[src/rtl/icb_line_word_responder_pkg.sv]
// Shared definitions for the ICB line/word responder: FSM states, line
// geometry and the default window base address.
package icb_line_word_responder_pkg;

  localparam int unsigned WORDS_PER_LINE = 8;
  localparam int unsigned WIDX_W         = 3;
  localparam int unsigned LINE_OFF_W     = 5;
  localparam logic [31:0] DEF_BASE_ADDR  = 32'h2000_0000;

  typedef enum logic [2:0] {
    ST_IDLE  = 3'd0,
    ST_LREQ  = 3'd1,
    ST_LWAIT = 3'd2,
    ST_WREQ  = 3'd3,
    ST_WWAIT = 3'd4,
    ST_RESP  = 3'd5
  } state_e;

  // Select one 32-bit word out of a 256-bit line.
  function automatic logic [31:0] line_word(input logic [255:0] line,
                                            input logic [WIDX_W-1:0] widx);
    return line[{widx, 5'd0} +: 32];
  endfunction

endpackage

[src/rtl/icb_lwr_line_buf.sv]
// Single-line buffer: tag, valid, 256 data bits, hit compare, word select
// and byte-masked word update for write-through hits.
module icb_lwr_line_buf
  import icb_line_word_responder_pkg::*;
#(
  parameter int unsigned TAG_W = 19
) (
  input  logic              clk,
  input  logic              rst_n,
  input  logic [TAG_W-1:0]  lookup_tag_i,
  input  logic [WIDX_W-1:0] lookup_widx_i,
  output logic              hit_o,
  output logic [31:0]       rdata_o,
  input  logic              fill_i,
  input  logic [TAG_W-1:0]  fill_tag_i,
  input  logic [255:0]      fill_data_i,
  input  logic              upd_i,
  input  logic [WIDX_W-1:0] upd_widx_i,
  input  logic [31:0]       upd_wdata_i,
  input  logic [3:0]        upd_wmask_i
);

  logic              vld_q;
  logic [TAG_W-1:0]  tag_q;
  logic [255:0]      data_q;

  // Hit compare and word select for the command being decoded.
  always_comb begin
    hit_o   = vld_q && (tag_q == lookup_tag_i);
    rdata_o = line_word(data_q, lookup_widx_i);
  end

  // Line fill from the backing port, or byte-masked update on a write hit.
  always_ff @(posedge clk or negedge rst_n) begin
    if (!rst_n) begin
      vld_q  <= 1'b0;
      tag_q  <= '0;
      data_q <= '0;
    end else if (fill_i) begin
      vld_q  <= 1'b1;
      tag_q  <= fill_tag_i;
      data_q <= fill_data_i;
    end else if (upd_i) begin
      for (int unsigned i = 0; i < 4; i++) begin
        if (upd_wmask_i[i]) begin
          data_q[{upd_widx_i, 5'd0} + 8*i +: 8] <= upd_wdata_i[8*i +: 8];
        end
      end
    end
  end

endmodule

[src/rtl/icb_line_word_responder.sv]
// ICB word responder backed by a 256-bit line port. Keeps one line buffer so
// word reads within a fetched line are served without a line access; writes
// go through to the line port without allocating.
// Optional macro ICB_LINE_WORD_RESPONDER_STATS_EN adds hit/miss/write counters.
module icb_line_word_responder
  import icb_line_word_responder_pkg::*;
#(
  parameter int unsigned ALL_ADDR_LEN = 24,
  parameter int unsigned LINE_DW      = 256,
  parameter int unsigned LINE_MW      = 32,
  parameter logic [31:0] BASE_ADDR    = DEF_BASE_ADDR
) (
  input  logic                    clk,
  input  logic                    rst_n,
  input  logic                    i_icb_cmd_valid,
  output logic                    i_icb_cmd_ready,
  input  logic [31:0]             i_icb_cmd_addr,
  input  logic                    i_icb_cmd_read,
  input  logic [31:0]             i_icb_cmd_wdata,
  input  logic [3:0]              i_icb_cmd_wmask,
  output logic                    i_icb_rsp_valid,
  input  logic                    i_icb_rsp_ready,
  output logic [31:0]             i_icb_rsp_rdata,
  output logic                    i_icb_rsp_err,
  output logic                    line_cmd_valid,
  input  logic                    line_cmd_ready,
  output logic                    line_cmd_read,
  output logic [ALL_ADDR_LEN-1:0] line_cmd_addr,
  output logic [LINE_DW-1:0]      line_cmd_wdata,
  output logic [LINE_MW-1:0]      line_cmd_wmask,
  input  logic                    line_rsp_valid,
  output logic                    line_rsp_ready,
  input  logic [LINE_DW-1:0]      line_rsp_rdata
`ifdef ICB_LINE_WORD_RESPONDER_STATS_EN
  ,
  output logic [31:0]             hit_cnt,
  output logic [31:0]             miss_cnt,
  output logic [31:0]             wr_cnt
`endif
);

  localparam int unsigned TAG_W = ALL_ADDR_LEN - LINE_OFF_W;

  state_e            state_q, state_d;
  logic [TAG_W-1:0]  tag_q;
  logic [WIDX_W-1:0] widx_q;
  logic [31:0]       wdata_q;
  logic [3:0]        wmask_q;
  logic [31:0]       rsp_rdata_q;
  logic              rsp_err_q;

  logic [31:0]       off;
  logic              in_win;
  logic [TAG_W-1:0]  dec_tag;
  logic [WIDX_W-1:0] dec_widx;
  logic              accept;
  logic              buf_hit;
  logic [31:0]       buf_rdata;
  logic              buf_fill;
  logic              buf_upd;

  // Window decode of the incoming command address.
  always_comb begin
    off      = i_icb_cmd_addr - BASE_ADDR;
    in_win   = (off >> ALL_ADDR_LEN) == 32'd0;
    dec_tag  = off[ALL_ADDR_LEN-1:LINE_OFF_W];
    dec_widx = off[LINE_OFF_W-1:2];
    accept   = i_icb_cmd_valid && (state_q == ST_IDLE);
  end

  icb_lwr_line_buf #(
    .TAG_W (TAG_W)
  ) u_line_buf (
    .clk           (clk),
    .rst_n         (rst_n),
    .lookup_tag_i  (dec_tag),
    .lookup_widx_i (dec_widx),
    .hit_o         (buf_hit),
    .rdata_o       (buf_rdata),
    .fill_i        (buf_fill),
    .fill_tag_i    (tag_q),
    .fill_data_i   (line_rsp_rdata),
    .upd_i         (buf_upd),
    .upd_widx_i    (dec_widx),
    .upd_wdata_i   (i_icb_cmd_wdata),
    .upd_wmask_i   (i_icb_cmd_wmask)
  );

  // Next-state and buffer strobes; a write hit updates the buffer on accept.
  always_comb begin
    state_d  = state_q;
    buf_fill = 1'b0;
    buf_upd  = 1'b0;
    unique case (state_q)
      ST_IDLE: begin
        if (accept) begin
          if (!in_win) begin
            state_d = ST_RESP;
          end else if (i_icb_cmd_read) begin
            state_d = buf_hit ? ST_RESP : ST_LREQ;
          end else begin
            state_d = ST_WREQ;
            buf_upd = buf_hit;
          end
        end
      end
      ST_LREQ:  if (line_cmd_ready) state_d = ST_LWAIT;
      ST_LWAIT: begin
        if (line_rsp_valid) begin
          buf_fill = 1'b1;
          state_d  = ST_RESP;
        end
      end
      ST_WREQ:  if (line_cmd_ready) state_d = ST_WWAIT;
      ST_WWAIT: if (line_rsp_valid) state_d = ST_RESP;
      ST_RESP:  if (i_icb_rsp_ready) state_d = ST_IDLE;
      default:  state_d = ST_IDLE;
    endcase
  end

  // State register.
  always_ff @(posedge clk or negedge rst_n) begin
    if (!rst_n) state_q <= ST_IDLE;
    else        state_q <= state_d;
  end

  // Command capture and response data; rdata is 0 unless a read fills it.
  always_ff @(posedge clk or negedge rst_n) begin
    if (!rst_n) begin
      tag_q       <= '0;
      widx_q      <= '0;
      wdata_q     <= '0;
      wmask_q     <= '0;
      rsp_rdata_q <= '0;
      rsp_err_q   <= 1'b0;
    end else if (accept) begin
      tag_q       <= dec_tag;
      widx_q      <= dec_widx;
      wdata_q     <= i_icb_cmd_wdata;
      wmask_q     <= i_icb_cmd_wmask;
      rsp_err_q   <= !in_win;
      rsp_rdata_q <= (in_win && i_icb_cmd_read && buf_hit) ? buf_rdata : '0;
    end else if (buf_fill) begin
      rsp_rdata_q <= line_word(line_rsp_rdata, widx_q);
    end
  end

  // Handshake and line-port outputs, all derived from registered state.
  always_comb begin
    i_icb_cmd_ready = (state_q == ST_IDLE);
    i_icb_rsp_valid = (state_q == ST_RESP);
    i_icb_rsp_rdata = rsp_rdata_q;
    i_icb_rsp_err   = rsp_err_q;
    line_cmd_valid  = (state_q == ST_LREQ) || (state_q == ST_WREQ);
    line_cmd_read   = (state_q == ST_LREQ);
    line_cmd_addr   = {tag_q, {LINE_OFF_W{1'b0}}};
    line_cmd_wdata  = {WORDS_PER_LINE{wdata_q}};
    line_cmd_wmask  = '0;
    line_cmd_wmask[{widx_q, 2'b00} +: 4] = wmask_q;
    line_rsp_ready  = (state_q == ST_LWAIT) || (state_q == ST_WWAIT);
  end

`ifdef ICB_LINE_WORD_RESPONDER_STATS_EN
  // Per-accept classification counters, wrapping at 2^32.
  always_ff @(posedge clk or negedge rst_n) begin
    if (!rst_n) begin
      hit_cnt  <= '0;
      miss_cnt <= '0;
      wr_cnt   <= '0;
    end else if (accept && in_win) begin
      if (!i_icb_cmd_read)  wr_cnt   <= wr_cnt + 32'd1;
      else if (buf_hit)     hit_cnt  <= hit_cnt + 32'd1;
      else                  miss_cnt <= miss_cnt + 32'd1;
    end
  end
`endif

endmodule
[config.mk]
export PLATFORM = sky130hd
export DESIGN_NAME = icb_line_word_responder
export DESIGN_NICKNAME = d
export VERILOG_FILES = /design/src/rtl/icb_line_word_responder_pkg.sv /design/src/rtl/icb_lwr_line_buf.sv /design/src/rtl/icb_line_word_responder.sv
export SDC_FILE = /design/constraint.sdc
export NUM_CORES = 1
export LEC_CHECK = 0
export BUFFER_PORTS_ARGS = -buffer_cell sky130_fd_sc_hd__clkbuf_2
export CORE_AREA = 3 3 261 263
export CTS_CLUSTER_DIAMETER = 100
export DETAILED_ROUTE_END_ITERATION = 6
export DIE_AREA = 0 0 264 266
export HOLD_SLACK_MARGIN = 0.15
export PLACE_DENSITY = 0.58
export SYNTH_ARGS = -nofsm -noshare
export SYNTH_HDL_FRONTEND = slang
export SYNTH_SLANG_ARGS = --single-unit
[constraint.sdc]
create_clock -name clk -period 7.06 [get_ports clk]
set_clock_uncertainty 0.05 [all_clocks]
set_input_delay 1.412 -clock clk [delete_from_list [all_inputs] [get_ports clk]]
set_output_delay 1.412 -clock clk [all_outputs]
set_load 0.02 [all_outputs]
[Yosys cells after proc, flatten, opt, wreduce, memory -nomap -nowiden]
Index checks and enable logic that the tools add are counted.
Word-level totals
  bits in writable memories: 0
  word-level logic and storage cells: 90
  bits in registers: 370
  input port bits: 331
  bits in read-only memories: 0
  memories kept: 0
  output and inout bits: 350
  latch bits: 0
Operators by class
  order comparisons: 0
  multiplexer cells: 34
  div/mod/pow operators: 0
  shifts and indexed selects: 12
  multiply operators: 0
  eq/ne operators: 11
  bitwise logic cells: 1
  add/sub/neg operators: 9
  reduce and logical (&&, ||, !) cells: 13
Operators by type and width (count)
  two-way mux 256 bit: 12
  bitwise mux 256 bit: 4
  variable shift 8 x 34 -> 256 bit (first input constant): 4
  indexed part select 8 x 34 -> 256 bit: 4
  indexed part select 256 x 9 -> 32 bit: 2
  negator 32 -> 34 bit: 3
  two-way mux 32 bit: 3
  negator 8 -> 34 bit: 1
  bitwise AND 32 bit: 1
  zero test 32 bit: 1
  variable shift 4 x 7 -> 32 bit (first input constant): 1
  indexed part select 4 x 7 -> 32 bit: 1
  subtractor 32 x 30 -> 32 bit (second input constant): 1
  two-way mux 3 bit: 8
  equality test 19 bit: 1
  adder 8 x 5 -> 9 bit (second input constant): 2
  one-hot mux 3 bit (5 select lines): 1
  adder 8 x 4 -> 9 bit (second input constant): 1
  negator 5 -> 7 bit: 1
  equality test 3 x 2 -> 1 bit (second input constant): 2
  equality test 3 bit (second input constant): 2
  two-way mux 1 bit: 6
  != test 2 x 1 -> 1 bit (second input constant): 3
  AND reduction 5 bit: 1
  8 further kinds: 14

[Depth between registers and ports, before layout]
  word-level depth: 21
  gate-level depth with buffers: 11
  gate-level depth less buffers: 9

[By module]
From an unflattened synthesis, not the netlist that was laid out.
Unflattened totals
  cells, all modules: 1991
  area, all modules: 22983.3 um^2
Modules (own cells, without submodules)
  icb_lwr_line_buf: times used 1, area each 15157.0 um^2, cells an instance 1267, sequential area each 6906.6 um^2
  icb_line_word_responder: times used 1, area each 7826.3 um^2, cells an instance 724, sequential area each 2352.3 um^2

[Least setup slack after synthesis]
No wires, ideal clock.
  path type: flip-flop to output port
  start point: register widx_q[1]
  end point: output port line_cmd_wmask[22]
  path buffers: 2
  cell stages (with the launch flop): 8
  path slack: 3.174 ns
  data required time: 5.598 ns
  data arrival time: 2.424 ns
  cell sequence: dfrtp_1 clkbuf_1 clkbuf_1 inv_1 ha_1 ha_1 nand2b_1 nor4_1
On the way
  cells in the longest elaborated chain, start to end: 3
  elaborated cells on any way between the ends: 4
  classes of those cells: add/sub (1); shift (2); bitwise (1)
Ends and longest elaborated chain
  start, declared: RTL line icb_line_word_responder.sv:46  | logic [WIDX_W-1:0] widx_q;
  start signal, assigned: RTL line icb_line_word_responder.sv:138  | widx_q <= dec_widx;
  negator 5 -> 7 bit *: RTL line icb_line_word_responder.sv:159  | line_cmd_wmask[{widx_q, 2'b00} +: 4] = wmask_q;
  indexed part select 4 x 7 -> 32 bit or variable shift 4 x 7 -> 32 bit (tied branches): RTL line icb_line_word_responder.sv:159
  bitwise AND 32 bit (no line) *
  end, declared: RTL line icb_line_word_responder.sv:30  | output logic [LINE_MW-1:0] line_cmd_wmask,
Mark *: on every way between the ends. The rest lies on a longest branch, timed or not.

[Worst setup path in the final report]
  start point: input port i_icb_cmd_addr[29]
  end point: register u_line_buf.data_q[88]
On the way
  cells in the longest elaborated chain, start to end: 6
Ends and longest elaborated chain
  start, declared: RTL line icb_line_word_responder.sv:17  | input logic [31:0] i_icb_cmd_addr,
  subtractor 32 x 30 -> 32 bit: RTL line icb_line_word_responder.sv:64  | off = i_icb_cmd_addr - BASE_ADDR;
  zero test 32 bit: RTL line icb_line_word_responder.sv:65  | in_win = (off >> ALL_ADDR_LEN) == 32'd0;
  two-way mux 1 bit: RTL line icb_line_word_responder.sv:97  | if (!in_win) begin
  two-way mux 1 bit: RTL line icb_line_word_responder.sv:96  | if (accept) begin
  two-way mux 1 bit: RTL line icb_line_word_responder.sv:94  | unique case (state_q)
  nonzero test 2 bit (no line)
  end signal, assigned: RTL line icb_lwr_line_buf.sv:42  | data_q <= fill_data_i;
  end signal, assigned by index: RTL line icb_lwr_line_buf.sv:46  | data_q[{upd_widx_i, 5'd0} + 8*i +: 8] <= upd_wdata_i[8*i +: 8];
  end, declared: RTL line icb_lwr_line_buf.sv:25  | logic [255:0] data_q;
No other way between the ends.
A chain may end at the register's enable or synchronous reset.

==> flow_summary.ini <==
[status]
outcome = finished clean

[yosys]
yosysSeqAreaShare_pct = 39.6
yosys_warnings = 0
synthArstFlopShare_pct = 100
yosys.area.top_type = dfrtp_1
synth_edf_count = 0
netlist_area_sq_um = 23400
synth_common_cells = 546 x nand2_1, 370 x dfrtp_1, 272 x mux2i_1
synth_seq_cells = 370
yosysMostFrequentCell = nand2_1
synth.distinct_cells = 66
synthCells = 2511
synth_area_leaders = dfrtp_1 40%, mux2i_1 12%, nand2_1 8.8%, buf_4 7.4%, mux4_2 6.2%
synth_flop_cell = dfrtp_1
syn_area_per_cell_sq_um = 9.32
yosysTopAreaCellShare_pct = 39.6

[clock_tree]
clkLatencyLatePin_ns = 0.57
postCtsSetupBuffers = 0
cts_tree = yes
clock-sinks = 370
clockRootBuffer = clkbuf_16
cts_resized = 0
cts_hold_buf = 0
ctsHtreeMaxLevel = 2
numCtsBuffers = 45
clockBufferDepth = 3
clk_pin_slew_ns = 0.06

[min_path]
hold_depth = 1
min_path_type = reg2reg

[global_routing]
antenna_found_initial = 1
grt_pass1_wl_um = 137000
grtUsageTotal_pct = 25.6
grt_pass1_vias = 21100
grt_overflow = 0
grt_max_degree = 183

[die]
chipWidth_um = 264
start_util_pct = 35.5
design.die.area_sq_um = 70200
die_y_um = 266
pin_count = 681
fp.coreArea_sq_um = 65900
rows = 94

[power_and_ir_drop]
p_leak_nw = 14.3
peakVddDrop_mv = 0.212
p_total_mw = 11.3
power_density_nw_per_um2 = 413

[finish]
drive_above_1_share_pct = 31.3
area_growth_pct = 16.8
diodes = 0
fin_nets = 3204
fin_area_sq_um = 27300

[drt]
m1WireLength_um = 37800
drc = 0
met3_length_um = 7260
via_count = 21100
routed_wl_um = 93700
drt-initial-drc-count = 1804
ant_nets = 0
dr.pass1.iters = 6
wl_per_cell_um = 24.9
highest_layer = met4
via_per_inst = 5.60
dr_wl_met2_um = 45200

[placement]
globalplace.congestion = 0.885
dp.final_hpwl_um = 63900
port_buffers = 673
dpl_worst_slack_ns = 1.40
placed_cell_area_sq_um = 25900

[sta]
fin_ws_ns = 1.80
slew_viol_final = 0
hold_slack_ns = 0.415
period_needed_ns = 5.26
period_share_pct = 74.5
fmax_ghz = 0.190
report.final.hold_viol_count = 0
setup_viol_count_final = 0
slew_headroom_pct = 8.44
setup_tns_ns = 0
rsz0062_at_grt = false
worst_pin_slew_ns = 1.37

[critical_path]
r2r_cells = 6
critPathMaxStageDelay_ns = 1.31
required_ns = 7.51
worst_path_max_delay_cell = nor2_1
path_cells = clkbuf_2 > inv_1 > ha_1 > xnor2_1 > nand4_2 > nor3_1 > nand4_1 > nor2_1 > a21o_1
start_kind = primary input
crit_fanout = 12
worstPathArrival_ns = 5.71
critPathCaptureType = flop
critPathKind = in2reg

[job]
drv_cap = 0
[kinds of logic (layout without fill, tap and decap cells)]
kind of cell	Yosys count	in the layout	synth area share [%]
muxes	337	337	17.8
AOI/OAI and AO/OA	480	480	13.7
xor gates and xnor gates	17	17	0.636
other	1	5	0.0160
buffers and inverters	430	813	10.8
and+or+nand+nor	867	867	17.0
DFF	370	370	39.6
adders and majority gates	9	9	0.481
[cell usage in the layout (no fill, tap or decap), types with 19 or more instances in the layout]
cell type	Yosys	final
a21o_1	111	111
a21oi_1	85	85
a221o_1	29	29
and2_1	54	54
buf_4	230	36
clkbuf_16	0	47
clkbuf_2	0	671
dfrtp_1	370	367
inv_1	19	19
mux2i_1	272	272
mux4_2	64	64
nand2_1	546	542
nand3_1	78	77
nor2_1	84	84
nor3_1	20	19
o211ai_1	44	44
o21ai_0	81	81
o22ai_1	65	65
[registers in the layout, summed over array words and instances, names as in the netlist]
register and count:
u_line_buf.tag_q 19, u_line_buf.vld_q 1, wdata_q 32, widx_q 3, i_icb_rsp_rdata 32, tag_q 19
i_icb_rsp_err 1, state_q 3, wmask_q 4, u_line_buf.data_q 256
[report_power, final]
group | switching (mW) | leakage (nW) | internal (mW)
combinational | 3.07 | 8.85 | 2.03
sequential | 0.791 | 4.70 | 3.07
clock | 0.970 | 0.739 | 1.37
[metal layers]
layer	GRT usage (%)	up-vias
li1	-	9326
met1	33.6	10500
met2	42.6	1068
met3	4.64	201
met4	9.02	0
met5	0	-
[worst max-delay path, delay by kind of cell]
kind                       cells  cell delay [ns]
xor gates and xnor gates       1             0.27
and+or+nand+nor                4             3.46
adders and majority gates      1             0.19
buffers and inverters          2             0.13
AOI/OAI and AO/OA              1             0.24
[layout make-up]
cell class,count,area (sq um)
clock buffers,57,1260
clock inverters,24,204
fillers,6557,38500
inverters,20,75.1
multi-input cells,1715,11700
flip-flops and latches,370,9270
well taps,864,1080
repair buffers,712,3720
[through the flow]
stage | utilization (%) | instances
global route | 41.5 | 3762
detailed placement | 39.3 | 3681
floorplan | - | 2515
CTS | 41.5 | 3762
finish | 41.5 | 3762
global placement | 39.3 | 3681
[path summary, 6_finish.rpt]
kind	startpoint	end	slack, ns
worst min-delay path	u_line_buf.vld_q$_DFFE_PN0P_	u_line_buf.vld_q$_DFFE_PN0P_	0.42
min in group asynchronous	rst_n	u_line_buf.data_q[227]$_DFFE_PN0P_	0.71
worst max register to register	state_q[1]$_DFFE_PN0P_	u_line_buf.data_q[88]$_DFFE_PN0P_	1.99
worst min register to register	u_line_buf.vld_q$_DFFE_PN0P_	u_line_buf.vld_q$_DFFE_PN0P_	0.42
worst max-delay path	i_icb_cmd_addr[29]	u_line_buf.data_q[88]$_DFFE_PN0P_	1.80
max in group asynchronous	rst_n	u_line_buf.data_q[180]$_DFFE_PN0P_	4.88
No activity file was read; power rests on OpenSTA's default activity.
